$ cat config.mk
export PLATFORM = sky130hd
export DESIGN_NAME = sop_sweep
export DESIGN_NICKNAME = d
export VERILOG_FILES = /design/src/rtl/sop_sweep.sv
export SDC_FILE = /design/constraint.sdc
export NUM_CORES = 1
export LEC_CHECK = 0
export BUFFER_PORTS_ARGS = -buffer_cell sky130_fd_sc_hd__buf_2
export CAP_MARGIN = 20
export CORE_UTILIZATION = 56
export CTS_CLUSTER_DIAMETER = 60
export CTS_CLUSTER_SIZE = 16
export DETAILED_ROUTE_END_ITERATION = 10
export HOLD_SLACK_MARGIN = 0.02
export PLACE_DENSITY = 0.78
export RECOVER_POWER = 25
export SLEW_MARGIN = 10
export SYNTH_ARGS = -nofsm -noshare
export SYNTH_HDL_FRONTEND = slang
export SYNTH_SLANG_ARGS = --single-unit
$ cat constraint.sdc
create_clock -name clk -period 3.2 [get_ports clk]
set_input_delay 0.48 -clock clk [delete_from_list [all_inputs] [get_ports clk]]
set_output_delay 0.48 -clock clk [all_outputs]
set_load 0.005 [all_outputs]
$ cat src/rtl/sop_sweep.sv
// sop_sweep: programmable sum-of-products truth-table sweep engine.
// Holds N_OUT minterm masks over N_IN variables. On start it walks every
// input combination in ascending order and streams the evaluated functions
// over a valid/ready handshake.
// Optional feature: define SOP_SWEEP_CNT_EN to add the ones_cnt port, which
// holds per-function counts of rows evaluating to 1 in the current sweep.
module sop_sweep #(
    parameter int N_IN  = 4,
    parameter int N_OUT = 3,
    parameter int SW    = (N_OUT > 32'sd1) ? $clog2(N_OUT) : 32'sd1,
    localparam int ROWS = 32'sd1 << N_IN
) (
    input  logic              clk,
    input  logic              rst_n,
    input  logic              cfg_we,
    input  logic [SW-1:0]     cfg_sel,
    input  logic [ROWS-1:0]   cfg_mask,
    input  logic              start,
    output logic              busy,
    output logic              done,
    output logic              out_valid,
    input  logic              out_ready,
    output logic [N_IN-1:0]   out_idx,
    output logic [N_OUT-1:0]  out_f
`ifdef SOP_SWEEP_CNT_EN
    ,
    output logic [N_OUT*(N_IN+1)-1:0] ones_cnt
`endif
);

    localparam logic [N_IN-1:0] IDX_ZERO = {N_IN{1'b0}};
    localparam logic [N_IN-1:0] IDX_LAST = {N_IN{1'b1}};
    localparam logic [N_IN-1:0] IDX_ONE  = N_IN'(1'b1);

    typedef enum logic [1:0] {
        ST_IDLE = 2'd0,
        ST_RUN  = 2'd1,
        ST_DONE = 2'd2
    } state_t;

    state_t            state_r;
    state_t            state_nxt_s;
    logic [N_IN-1:0]   idx_r;
    logic [ROWS-1:0]   mask_r [N_OUT];
    logic [31:0]       sel_ext_s;
    logic              cfg_ok_s;
    logic              start_ok_s;
    logic              accept_s;
    logic              last_row_s;

    // Qualify commands: config writes and start only take effect while idle,
    // and a selector beyond the last function is dropped.
    always_comb begin
        sel_ext_s  = 32'(cfg_sel);
        cfg_ok_s   = cfg_we && (state_r == ST_IDLE) && (sel_ext_s < 32'(N_OUT));
        start_ok_s = start && (state_r == ST_IDLE);
        accept_s   = (state_r == ST_RUN) && out_ready;
        last_row_s = (idx_r == IDX_LAST);
    end

    // State register.
    always_ff @(posedge clk) begin
        if (!rst_n) begin
            state_r <= ST_IDLE;
        end else begin
            state_r <= state_nxt_s;
        end
    end

    // Next-state logic: the sweep leaves RUN only once the last row is taken.
    always_comb begin
        state_nxt_s = state_r;
        case (state_r)
            ST_IDLE: begin
                if (start) begin
                    state_nxt_s = ST_RUN;
                end else begin
                    state_nxt_s = ST_IDLE;
                end
            end
            ST_RUN: begin
                if (out_ready && last_row_s) begin
                    state_nxt_s = ST_DONE;
                end else begin
                    state_nxt_s = ST_RUN;
                end
            end
            ST_DONE: begin
                state_nxt_s = ST_IDLE;
            end
            default: begin
                state_nxt_s = ST_IDLE;
            end
        endcase
    end

    // Status outputs decoded purely from the registered state.
    always_comb begin
        busy      = 1'b0;
        done      = 1'b0;
        out_valid = 1'b0;
        case (state_r)
            ST_IDLE: begin
                busy      = 1'b0;
                done      = 1'b0;
                out_valid = 1'b0;
            end
            ST_RUN: begin
                busy      = 1'b1;
                done      = 1'b0;
                out_valid = 1'b1;
            end
            ST_DONE: begin
                busy      = 1'b1;
                done      = 1'b1;
                out_valid = 1'b0;
            end
            default: begin
                busy      = 1'b0;
                done      = 1'b0;
                out_valid = 1'b0;
            end
        endcase
    end

    // Row index: cleared on start, advanced per accepted row, never wraps;
    // it stays on the last row through DONE and IDLE.
    always_ff @(posedge clk) begin
        if (!rst_n) begin
            idx_r <= IDX_ZERO;
        end else if (start_ok_s) begin
            idx_r <= IDX_ZERO;
        end else if (accept_s && !last_row_s) begin
            idx_r <= idx_r + IDX_ONE;
        end else begin
            idx_r <= idx_r;
        end
    end

    // Minterm mask storage; writes land on the same edge as a start, so a
    // sweep launched together with a write already sees the new mask.
    always_ff @(posedge clk) begin
        if (!rst_n) begin
            for (int k = 0; k < N_OUT; k++) begin
                mask_r[k] <= {ROWS{1'b0}};
            end
        end else begin
            for (int k = 0; k < N_OUT; k++) begin
                if (cfg_ok_s && (sel_ext_s == 32'(k))) begin
                    mask_r[k] <= cfg_mask;
                end else begin
                    mask_r[k] <= mask_r[k];
                end
            end
        end
    end

    // Function evaluation: each output is its mask bit selected by the row.
    always_comb begin
        out_idx = idx_r;
        out_f   = {N_OUT{1'b0}};
        for (int k = 0; k < N_OUT; k++) begin
            out_f[k] = mask_r[k][idx_r];
        end
    end

`ifdef SOP_SWEEP_CNT_EN
    localparam int                CNT_W   = N_IN + 1;
    localparam logic [CNT_W-1:0]  CNT_ONE = CNT_W'(1'b1);

    logic [CNT_W-1:0] cnt_r [N_OUT];

    // Ones counters: cleared when a sweep starts, bumped per accepted row
    // whose function value is 1, then held until the next start.
    always_ff @(posedge clk) begin
        if (!rst_n) begin
            for (int k = 0; k < N_OUT; k++) begin
                cnt_r[k] <= {CNT_W{1'b0}};
            end
        end else if (start_ok_s) begin
            for (int k = 0; k < N_OUT; k++) begin
                cnt_r[k] <= {CNT_W{1'b0}};
            end
        end else begin
            for (int k = 0; k < N_OUT; k++) begin
                if (accept_s && out_f[k]) begin
                    cnt_r[k] <= cnt_r[k] + CNT_ONE;
                end else begin
                    cnt_r[k] <= cnt_r[k];
                end
            end
        end
    end

    // Pack the counters, function 0 in the least significant field.
    always_comb begin
        ones_cnt = {(N_OUT*CNT_W){1'b0}};
        for (int k = 0; k < N_OUT; k++) begin
            ones_cnt[k*CNT_W +: CNT_W] = cnt_r[k];
        end
    end
`endif

endmodule

* Yosys cells after proc, flatten, opt, wreduce, memory -nomap -nowiden
Memories as Yosys holds them, arrays and structs flattened.
Cells that the tools add are included.
** Storage, ports and cells
- Register bits :: 6
- Memory bits (writable) :: 48
- Input bits :: 23
- Memories kept :: 1
** Cells by class
- Add/subtract/negate cells :: 1
- Order comparisons :: 2
- Eq/ne operators :: 5
- Mux-type cells :: 37
- Bitwise logic cells :: 7
- Reductions and logical operators :: 14
** Memory list
- mask_r :: words 3, width 16, read ports 3, clocked after memory_dff 0, write ports 3, line 44 : logic [ROWS-1:0] mask_r [N_OUT];
** Operator list (count)
- 16-bit 2-to-1 mux :: 6
- 32-bit zero test :: 1
- 1-bit 2-to-1 mux :: 26
- 1-bit binary-select mux with 4-bit select :: 3
- 1-bit logical AND :: 9
- 1-bit OR :: 6
- 4-bit by 5-bit < comparator with 1-bit output (second input constant) :: 1
- 4-bit by 1-bit adder with 4-bit output (second input constant) :: 1
- 2-bit by 1-bit equality test with 1-bit output (second input constant) :: 2
- 2-bit equality test (second input constant) :: 2
- 4-bit equality test (second input constant) :: 1
- 2-bit one-hot mux with 2 select lines :: 1
- 2-bit OR reduction :: 2
- 2-bit zero test :: 1
- 2-bit < comparator (second input constant) :: 1
- 2-bit 2-to-1 mux :: 1
- 1-bit zero test :: 1
- 1-bit NOT :: 1

* Logic depth before layout (Yosys ltp)
Gate-level depths: netlist of the first run.
- Depth after elaboration :: 9
- Depth in mapped cells :: 6
- Mapped depth without buffers :: 6

* Worst setup path before layout of the first run
No wires, ideal clock.
- Path kind :: register to register
- Start :: register state_r[0]
- End :: memory mask_r[0][0] in the netlist's numbering (enable)
- Data arrival time :: 1.863 ns
- Data required time :: 2.785 ns
- Setup slack :: 0.922 ns
- Cell stages (with the launch flop) :: 5
- Buffers on the path :: 0
- Period minus slack after synthesis :: 2.278 ns
- Cell sequence :: dfxtp_1 -> inv_1 -> ha_1 -> nand2_1 -> o31ai_1
** RTL lines
- from (decl) :: line 41 : state_t state_r;
- from (signal assigned) :: line 66 : state_r <= state_nxt_s;
- to (decl) :: line 44

* Worst setup path after layout of the first run
- Start :: register idx_r[0] (netlist: out_idx[0])
- End :: output port out_f[1]
** On the way
- Longest elaborated chain between the ends :: 2
** RTL lines
- from (decl) :: line 43 : logic [N_IN-1:0] idx_r;
- from (signal assigned) :: line 134 : idx_r <= idx_r + IDX_ONE;
- from (signal assigned) :: line 136 : idx_r <= idx_r;
- 1-bit binary-select mux with 4-bit select :: line 163 : out_f[k] = mask_r[k][idx_r];
- 1-bit 2-to-1 mux (not written as such) :: line 163
- to (decl) :: line 24 : output logic [N_OUT-1:0] out_f
No other way between the ends. The select of a mux whose other input is x is not followed.

==> qor.yml, run 1 <==
floorplan:
  core_area_sq_um: 3800
  start_util_pct: 60.6
  io_pins: 33
  placementRows: 22
  die_width_um: 66.1
  dieArea_sq_um: 4370
  chipHeight_um: 66.1
clocking:
  postCtsSetupRepairBufs: 0
  cts_tree: "yes"
  clk-insertion-delay-late_ns: 0.30
  clk_pin_slew_ns: 0.09
  cts_buffers: 5
  cts_sinks: 54
  h_tree_levels: 2
  postCtsResizedCells: 0
  clock_tree_root_driver_cell: "clkbuf_8"
  clk_path_buf_depth: 2
  quantity_of_hold_fixing_buffers_added_after_cts: 0
timing:
  fin_ws_ns: 0.606
  timing.clock.skew_ns: 0.00440
  timing.setup.tns_ns: 0
  maxClockFrequency_mhz: 386
  final.period_utilization_pct: 81.1
  final_period_minus_worst_setup_slack_ns: 2.59
  slew_headroom_pct: 40.7
  setup_violations: 0
  rsz0062_at_grt: "false"
  max_slew.worst_pin.slew_ns: 0.890
  maxSlewViolCount: 0
  final_hold_vios: 0
placement:
  place.detailed.instances: 223
  place.gp.congestion: 0.828
  port_buffers: 32
  dp.final_hpwl_um: 2850
  placement.setup.worst_slack_ns: 0.935
cells_and_area:
  synthToLayoutAreaGrowth_pct: 13.3
  insertedDiodeCount: 0
  final_cell_count_no_fill: 231
  drive_gt1_share_pct: 29.0
  final_stage_net_count: 209
global_route:
  vias_in_the_first_global_route: 1277
  grtUsageTotal_pct: 21.4
  grt_antenna_before_repair: 0
  first_pass_grt_wire_length_um: 6470
  global_route.overflow_total: 0
  grt_max_degree: 23
power_and_ir_drop:
  static-leakage-power_nw: 0.968
  worst_ir_drop_vdd_mv: 0.365
  totalPowerFinal_mw: 1.33
  p_per_area_nw_per_um2: 510
worst_setup_path:
  setup.worst_path.end_class: "output pin"
  crit_path_required_time_ns: 2.72
  start_kind: "register"
  cp.arrival_ns: 2.11
  timing.setup.critical_path_class: "reg2out"
  cp_max_fo: 16
yosys:
  ys_seq_area_share_pct: 67.8
  synthesis.area_sq_um: 2300
  synth_seq_cells: 54
  syn_inst: 146
  mappedNetlistNets: 173
  avgSynthCellArea_sq_um: 15.8
  post_synth_num_cell_types: 25
  yosys_warnings: 0
detailed_routing:
  post-route-drc-count: 0
  num_vias: 1307
  post_dr_wirelength_cell_um: 17.3
  vias_per_cell: 5.66
  first_iter_violations: 153
  detail_route.first_pass.iterations: 4
  route.antenna.remaining_nets: 0
  finalWirelength_um: 4000
min_path:
  min-delay-path-class: "in2reg"
flow_run:
  cap_viol_max_count: 0
status:
  outcome: "finished clean"
## state kept, by name, indices dropped and copies added (netlist names)
register / flops
mask_r: 48
out_idx: 4
state_r: 2
## where the power goes
group / switching [mW] / total (mW) / internal (mW)
Clock: 0.200 / 0.394 / 0.194
Sequential: 0.0159 / 0.835 / 0.819
Combinational: 0.0569 / 0.103 / 0.0460
Total: 0.272 / 1.33 / 1.06
## routing by layer
layer  GRT usage (%)  vias to the layer above  routed length, um
li1                -                      624                  -
met1            26.8                      629               1720
met2            34.4                       46               1990
met3            6.72                        8                207
met4            9.04                        0                 85
met5               0                        -                  0
## cells by family (layout without fill, tap and decap cells)
family,Yosys count,in the layout,synth area share (%)
buffers and inverters,11,48,2.93
AND/OR/NAND/NOR,38,38,9.29
multiplexers,18,18,11.1
flip-flops,54,54,67.8
XOR/XNOR,3,3,1.14
AO/OA/AOI/OAI,18,18,5.54
adder cells (fa/ha/maj),4,4,2.17
## stage by stage
stage | utilization, % | hold WS, ns | instance area [sq um]
floorplan | - | 0.578 | 2300
global placement | 66.1 | 0.602 | 2510
detailed placement | 66.1 | 0.621 | 2510
CTS | 68.7 | 0.466 | 2610
global route | 68.7 | 0.456 | 2610
finish | 68.7 | 0.466 | 2610
## cells in the final DEF (no fill, tap or decap), types with 4 or more instances in the layout
master    count
edfxtp_1     48
buf_4         4
and2_1        7
buf_2        31
a221oi_1      6
clkbuf_8      7
nand2_1      11
o21ai_0       4
dfxtp_1       6
mux4_2        6
mux2i_1      12
inv_1         4
nor2_1        4
ha_1          4
and2_0       10
## cells in the mapped netlist
library cell   n  area (sq um)
edfxtp_1      48          1440
and2_1        17           106
mux2i_1       12           120
nand2_1       11          41.3
a221oi_1       6          52.6
dfxtp_1        6           120
mux4_2         6           135
o21ai_0        5          25.0
ha_1           4          50.1
inv_1          4          15.0
nor2_1         4          15.0
a22oi_1        3          22.5
buf_6          3          33.8
clkbuf_1       3          11.3
xnor2_1        3          26.3
o31ai_1        2          15.0
a21boi_0       1          7.51
a21oi_1        1          5.00
and2b_2        1          8.76
and3_1         1          6.26
and4_1         1          8.76
buf_4          1          7.51
nand3_1        1          5.00
nor3_2         1          10.0
nor3b_2        1          12.5
## final cells by class
cell class / count / area, sq um
clock buffers: 7 / 96.3
clock inverters: 1 / 3.75
fillers: 264 / 1190
inverters: 4 / 15.0
multi-input cells: 81 / 683
flip-flops and latches: 54 / 1560
well taps: 48 / 60.1
repair buffers: 36 / 189
## worst paths after layout
kind | startpoint | end | slack [ns] | depth (start not counted)
worst max-delay path | out_idx[0] | out_f[1] | 0.61 | 6
worst min-delay path | out_ready | state_r[1] | 0.47 | 2
worst max register to register | out_idx[0] | out_idx[0] | 1.36 | 6
worst min register to register | out_idx[3] | out_idx[3] | 0.65 | 2
## worst max-delay path, cell delays in order, from the launching register on
cell	delay, ns
dfxtp_1	0.57
buf_4	0.34
mux2i_1	0.14
a221oi_1	0.40
a22oi_1	0.16
nand2_1	0.09
buf_2	0.11
No activity file was read; power rests on OpenSTA's default activity.
==> run 2, diff against run 1 <==
clock period = 2.6 ns   (was 3.2 ns; I/O delays follow)
==> run 2 against run 1 <==
Compared with the run above: setup slack got worse by 0.37 ns; critical path depth fell by 1; largest power group unchanged; critical path type unchanged; sequential cell count did not move; design area rose by 0.82%; highest routed layer unchanged; core utilization rose by 0.56 points; power rose by 27%.
==> qor.yml, run 2 (same netlist as run 1, synthesis figures left out) <==
status:
  outcome: "finished clean"
worst_setup_path:
  cp.arrival_ns: 1.98
  buffers_plus_inverters_on_the_worst_setup_path: 1
  timing.critical_path.cells: "and2b_2 > a221oi_1 > o21ai_0 > nand2_1 > buf_2"
  setup.worst_path.end_class: "output pin"
  timing.setup.critical_path_class: "reg2out"
  cp_max_fo: 12
  max_stage_delay_ns: 0.61
  critical-path-top-delay-family: "flip-flops"
  critPathSlowestCell: "dfxtp_1"
  start_kind: "register"
  crit_path_required_time_ns: 2.21
detailed_routing:
  num_vias: 1314
  finalWirelength_um: 4170
  route.antenna.remaining_nets: 0
  post-route-drc-count: 0
  detail_route.first_pass.iterations: 4
  post_dr_wirelength_cell_um: 18.1
  vias_per_cell: 5.69
  first_iter_violations: 134
clocking:
  postCtsSetupRepairBufs: 0
  cts_buffers: 5
  h_tree_levels: 2
  quantity_of_hold_fixing_buffers_added_after_cts: 0
  cts_tree: "yes"
  postCtsResizedCells: 0
  clock_tree_root_driver_cell: "clkbuf_8"
  clk_pin_slew_ns: 0.09
  clk-insertion-delay-late_ns: 0.30
  clk_path_buf_depth: 2
  cts_sinks: 54
floorplan:
  placementRows: 22
  dieArea_sq_um: 4370
  chipHeight_um: 66.1
  start_util_pct: 60.6
  die_width_um: 66.1
  core_area_sq_um: 3800
  io_pins: 33
cells_and_area:
  synthToLayoutAreaGrowth_pct: 14.2
  most-common-layout-cells: "edfxtp_1 (48), buf_2 (31), mux2i_1 (12)"
  final_cell_count_no_fill: 231
  insertedDiodeCount: 0
  max_reg_flops: 48
  drive_gt1_share_pct: 29.5
  largest_register: "mask_r"
  finalInstanceArea_sq_um: 2630
  final_stage_net_count: 209
  layout_commonest_cell: "edfxtp_1"
global_route:
  global_route.overflow_total: 0
  grt_antenna_before_repair: 0
  grtUsageTotal_pct: 22.2
  grt_max_degree: 23
  first_pass_grt_wire_length_um: 6710
  vias_in_the_first_global_route: 1337
timing:
  timing.clock.skew_ns: 0.00678
  fin_worst_hold_slack_ns: 0.397
  rsz0062_at_grt: "false"
  max_slew.worst_pin.slew_ns: 0.904
  maxClockFrequency_mhz: 422
  setup_violations: 0
  final_hold_vios: 0
  final_period_minus_worst_setup_slack_ns: 2.37
  slew_headroom_pct: 39.7
  maxSlewViolCount: 0
  timing.setup.tns_ns: 0
  final.period_utilization_pct: 91.1
placement:
  detailed_place.area_sq_um: 2520
  place.gp.congestion: 0.771
  port_buffers: 32
  dp.final_hpwl_um: 2960
  place.detailed.instances: 223
power_and_ir_drop:
  worst_ir_drop_vdd_mv: 0.351
  static-leakage-power_nw: 0.977
  p_per_area_nw_per_um2: 644
min_path:
  min-delay-path-class: "in2reg"
flow_run:
  cap_viol_max_count: 0
## run 2: area by class of cell
type | count | area [sq um]
flip-flops and latches | 54 | 1560
fillers | 260 | 1170
multi-input cells | 81 | 683
repair buffers | 36 | 201
clock buffers | 5 | 68.8
well taps | 48 | 60.1
clock inverters | 3 | 40.0
inverters | 4 | 15.0
## run 2: path summary, 6_finish.rpt
check	from	end	slack, ns	depth (start not counted)
setup / recovery	out_idx[1]	out_f[2]	0.23	5
hold / removal	out_ready	state_r[1]	0.40	2
setup reg to reg	out_idx[1]	out_idx[0]	0.99	5
hold reg to reg	out_idx[3]	out_idx[3]	0.64	2
## run 2: worst register-to-register path: cells and delay by family, from the launching register on
family | cells | cell delay (ns)
xor+xnor | 1 | 0.16
flops | 1 | 0.61
fa+ha+maj | 1 | 0.25
simple gates | 3 | 0.49
## run 2: metal layers
metal	share of wire (%)	routed length (um)	track usage (%)	up-vias
li1	-	-	-	625
met2	48	1980	35.7	59
met5	0	0	0	-
met1	43	1810	28.8	622
met3	6.9	288	5.00	8
met4	2.1	88	9.84	0
## run 2: report_power, final
group	internal [mW]	switching (mW)
Clock	0.283	0.254
Sequential	1.01	0.0193
Combinational	0.0585	0.0726
## run 2: per-stage QoR
stage / setup WS (ns) / util (%) / total power [mW]
after global routing: 0.101 / 69.2 / 1.75
after detailed placement: 0.617 / 66.4 / 1.18
after floorplan: 0.322 / - / 1.12
final: 0.231 / 69.2 / 1.69
after CTS: 0.281 / 69.3 / 1.71
after global placement: 0.671 / 66.4 / 1.17
==> run 3, diff against run 2 <==
SLEW_MARGIN = 30   (was 10)
clock period = 2.3 ns   (was 2.6 ns; I/O delays follow)
==> run 3 against run 2 <==
Compared with the run above: routed wire length is essentially flat; design area is essentially flat; global-route usage is the same; combinational power grew 13%; core utilization grew 0.066 points; first-iteration DRC count is the same; sequential power grew 13%; sequential share of layout area is essentially flat; sequential cell count is the same; worst hold slack lost 0.045 ns; via count is essentially flat; setup slack lost 0.11 ns; critical path type unchanged; highest routed layer unchanged.
==> qor.yml, run 3 (same netlist as run 1, synthesis figures left out) <==
timing:
  fin_ws_ns: 0.119
  final_hold_vios: 0
  timing.clock.skew_ns: 0.00678
  rsz0062_at_grt: "false"
  timing.setup.tns_ns: 0
  final_period_minus_worst_setup_slack_ns: 2.18
  max_slew.worst_pin.slew_ns: 0.904
  maxClockFrequency_mhz: 458
  slew_headroom_pct: 39.7
  setup_violations: 0
  final.period_utilization_pct: 94.8
  maxSlewViolCount: 0
clocking:
  postCtsResizedCells: 0
  postCtsSetupRepairBufs: 0
  cts_tree: "yes"
  clk_path_buf_depth: 2
  clk-insertion-delay-late_ns: 0.30
  h_tree_levels: 2
  cts_sinks: 54
  quantity_of_hold_fixing_buffers_added_after_cts: 0
  cts_buffers: 5
  clock_tree_root_driver_cell: "clkbuf_8"
  clk_pin_slew_ns: 0.09
power_and_ir_drop:
  totalPowerFinal_mw: 1.92
  static-leakage-power_nw: 0.978
  p_per_area_nw_per_um2: 728
  worst_ir_drop_vdd_mv: 0.397
min_path:
  worst_hold_startpoint: "out_ready"
  min-delay-path-class: "in2reg"
floorplan:
  die_width_um: 66.1
  io_pins: 33
  dieArea_sq_um: 4370
  core_area_sq_um: 3800
  start_util_pct: 60.6
  chipHeight_um: 66.1
  placementRows: 22
cells_and_area:
  most-common-layout-cells: "edfxtp_1 (48), buf_2 (31), mux2i_1 (12)"
  final_stage_net_count: 209
  insertedDiodeCount: 0
  synthToLayoutAreaGrowth_pct: 14.3
  layout_commonest_cell: "edfxtp_1"
  finalInstanceArea_sq_um: 2630
  drive_gt1_share_pct: 30.6
  largest_register: "mask_r"
  final_cell_count_no_fill: 231
  max_reg_flops: 48
worst_setup_path:
  critical-path-top-delay-family: "multiplexers"
  regToRegStartpoint: "state_r[1]"
  start_kind: "register"
  timing.setup.critical_path_class: "reg2out"
  buffers_plus_inverters_on_the_worst_setup_path: 2
  crit_path_launch: "out_idx[0]"
  max_stage_delay_ns: 0.52
  cp.arrival_ns: 1.84
  critPathSlowestCell: "mux4_2"
  crit_path_required_time_ns: 1.96
  timing.critical_path.cells: "buf_12 > mux4_2 > a22oi_1 > nand2_1 > buf_2"
  cp_max_fo: 18
  setup.worst_path.end_class: "output pin"
detailed_routing:
  post-route-drc-count: 0
  post_dr_wirelength_cell_um: 18.1
  detail_route.first_pass.iterations: 4
  vias_per_cell: 5.68
  num_vias: 1313
  first_iter_violations: 134
  finalWirelength_um: 4170
  route.antenna.remaining_nets: 0
global_route:
  grtUsageTotal_pct: 22.2
  first_pass_grt_wire_length_um: 6710
  grt_antenna_before_repair: 0
  global_route.overflow_total: 0
  grt_max_degree: 23
  vias_in_the_first_global_route: 1337
placement:
  placement.setup.worst_slack_ns: 0.362
  port_buffers: 32
  place.detailed.instances: 223
  place.gp.congestion: 0.771
  detailed_place.area_sq_um: 2520
  dp.final_hpwl_um: 2960
flow_run:
  cap_viol_max_count: 0
status:
  outcome: "finished clean"
run 3: changes by cell type in the layout (fill, tap and decap cells not counted):
cell / previous run / this run
dfxtp_2: 0 / 2
dfxtp_1: 6 / 4
run 3: power by group:
part	internal [mW]	switching, mW	total (mW)
Sequential	1.14	0.0218	1.16
Clock	0.320	0.287	0.607
Combinational	0.0662	0.0821	0.148
run 3: layer usage:
metal  share of wire (%)  track usage, %  up-vias
met1                  43            28.8      622
li1                    -               -      625
met4                 2.1            9.84        0
met2                  48            35.7       58
met5                   0               0        -
met3                 6.9            5.00        8
run 3: area by class of cell:
class / count / area [sq um]
inverters: 4 / 15.0
well taps: 48 / 60.1
multi-input cells: 81 / 683
clock buffers: 5 / 68.8
repair buffers: 36 / 201
flip-flops and latches: 54 / 1560
fillers: 258 / 1170
clock inverters: 3 / 40.0
run 3: path summary, 6_finish.rpt:
path	to	slack [ns]	cells past startpoint
setup / recovery	out_f[1]	0.12	5
setup reg to reg	mask_r[0][7]	0.78	5
hold reg to reg	out_idx[0]	0.60	2
hold / removal	state_r[1]	0.35	2
run 3: through the flow:
step	utilization, %	hold WS [ns]
2_1_floorplan	-	0.516
3_3_place_gp	66.4	0.601
3_5_place_dp	66.4	0.620
4_1_cts	69.3	0.347
5_1_grt	69.3	0.349
6_report	69.3	0.352
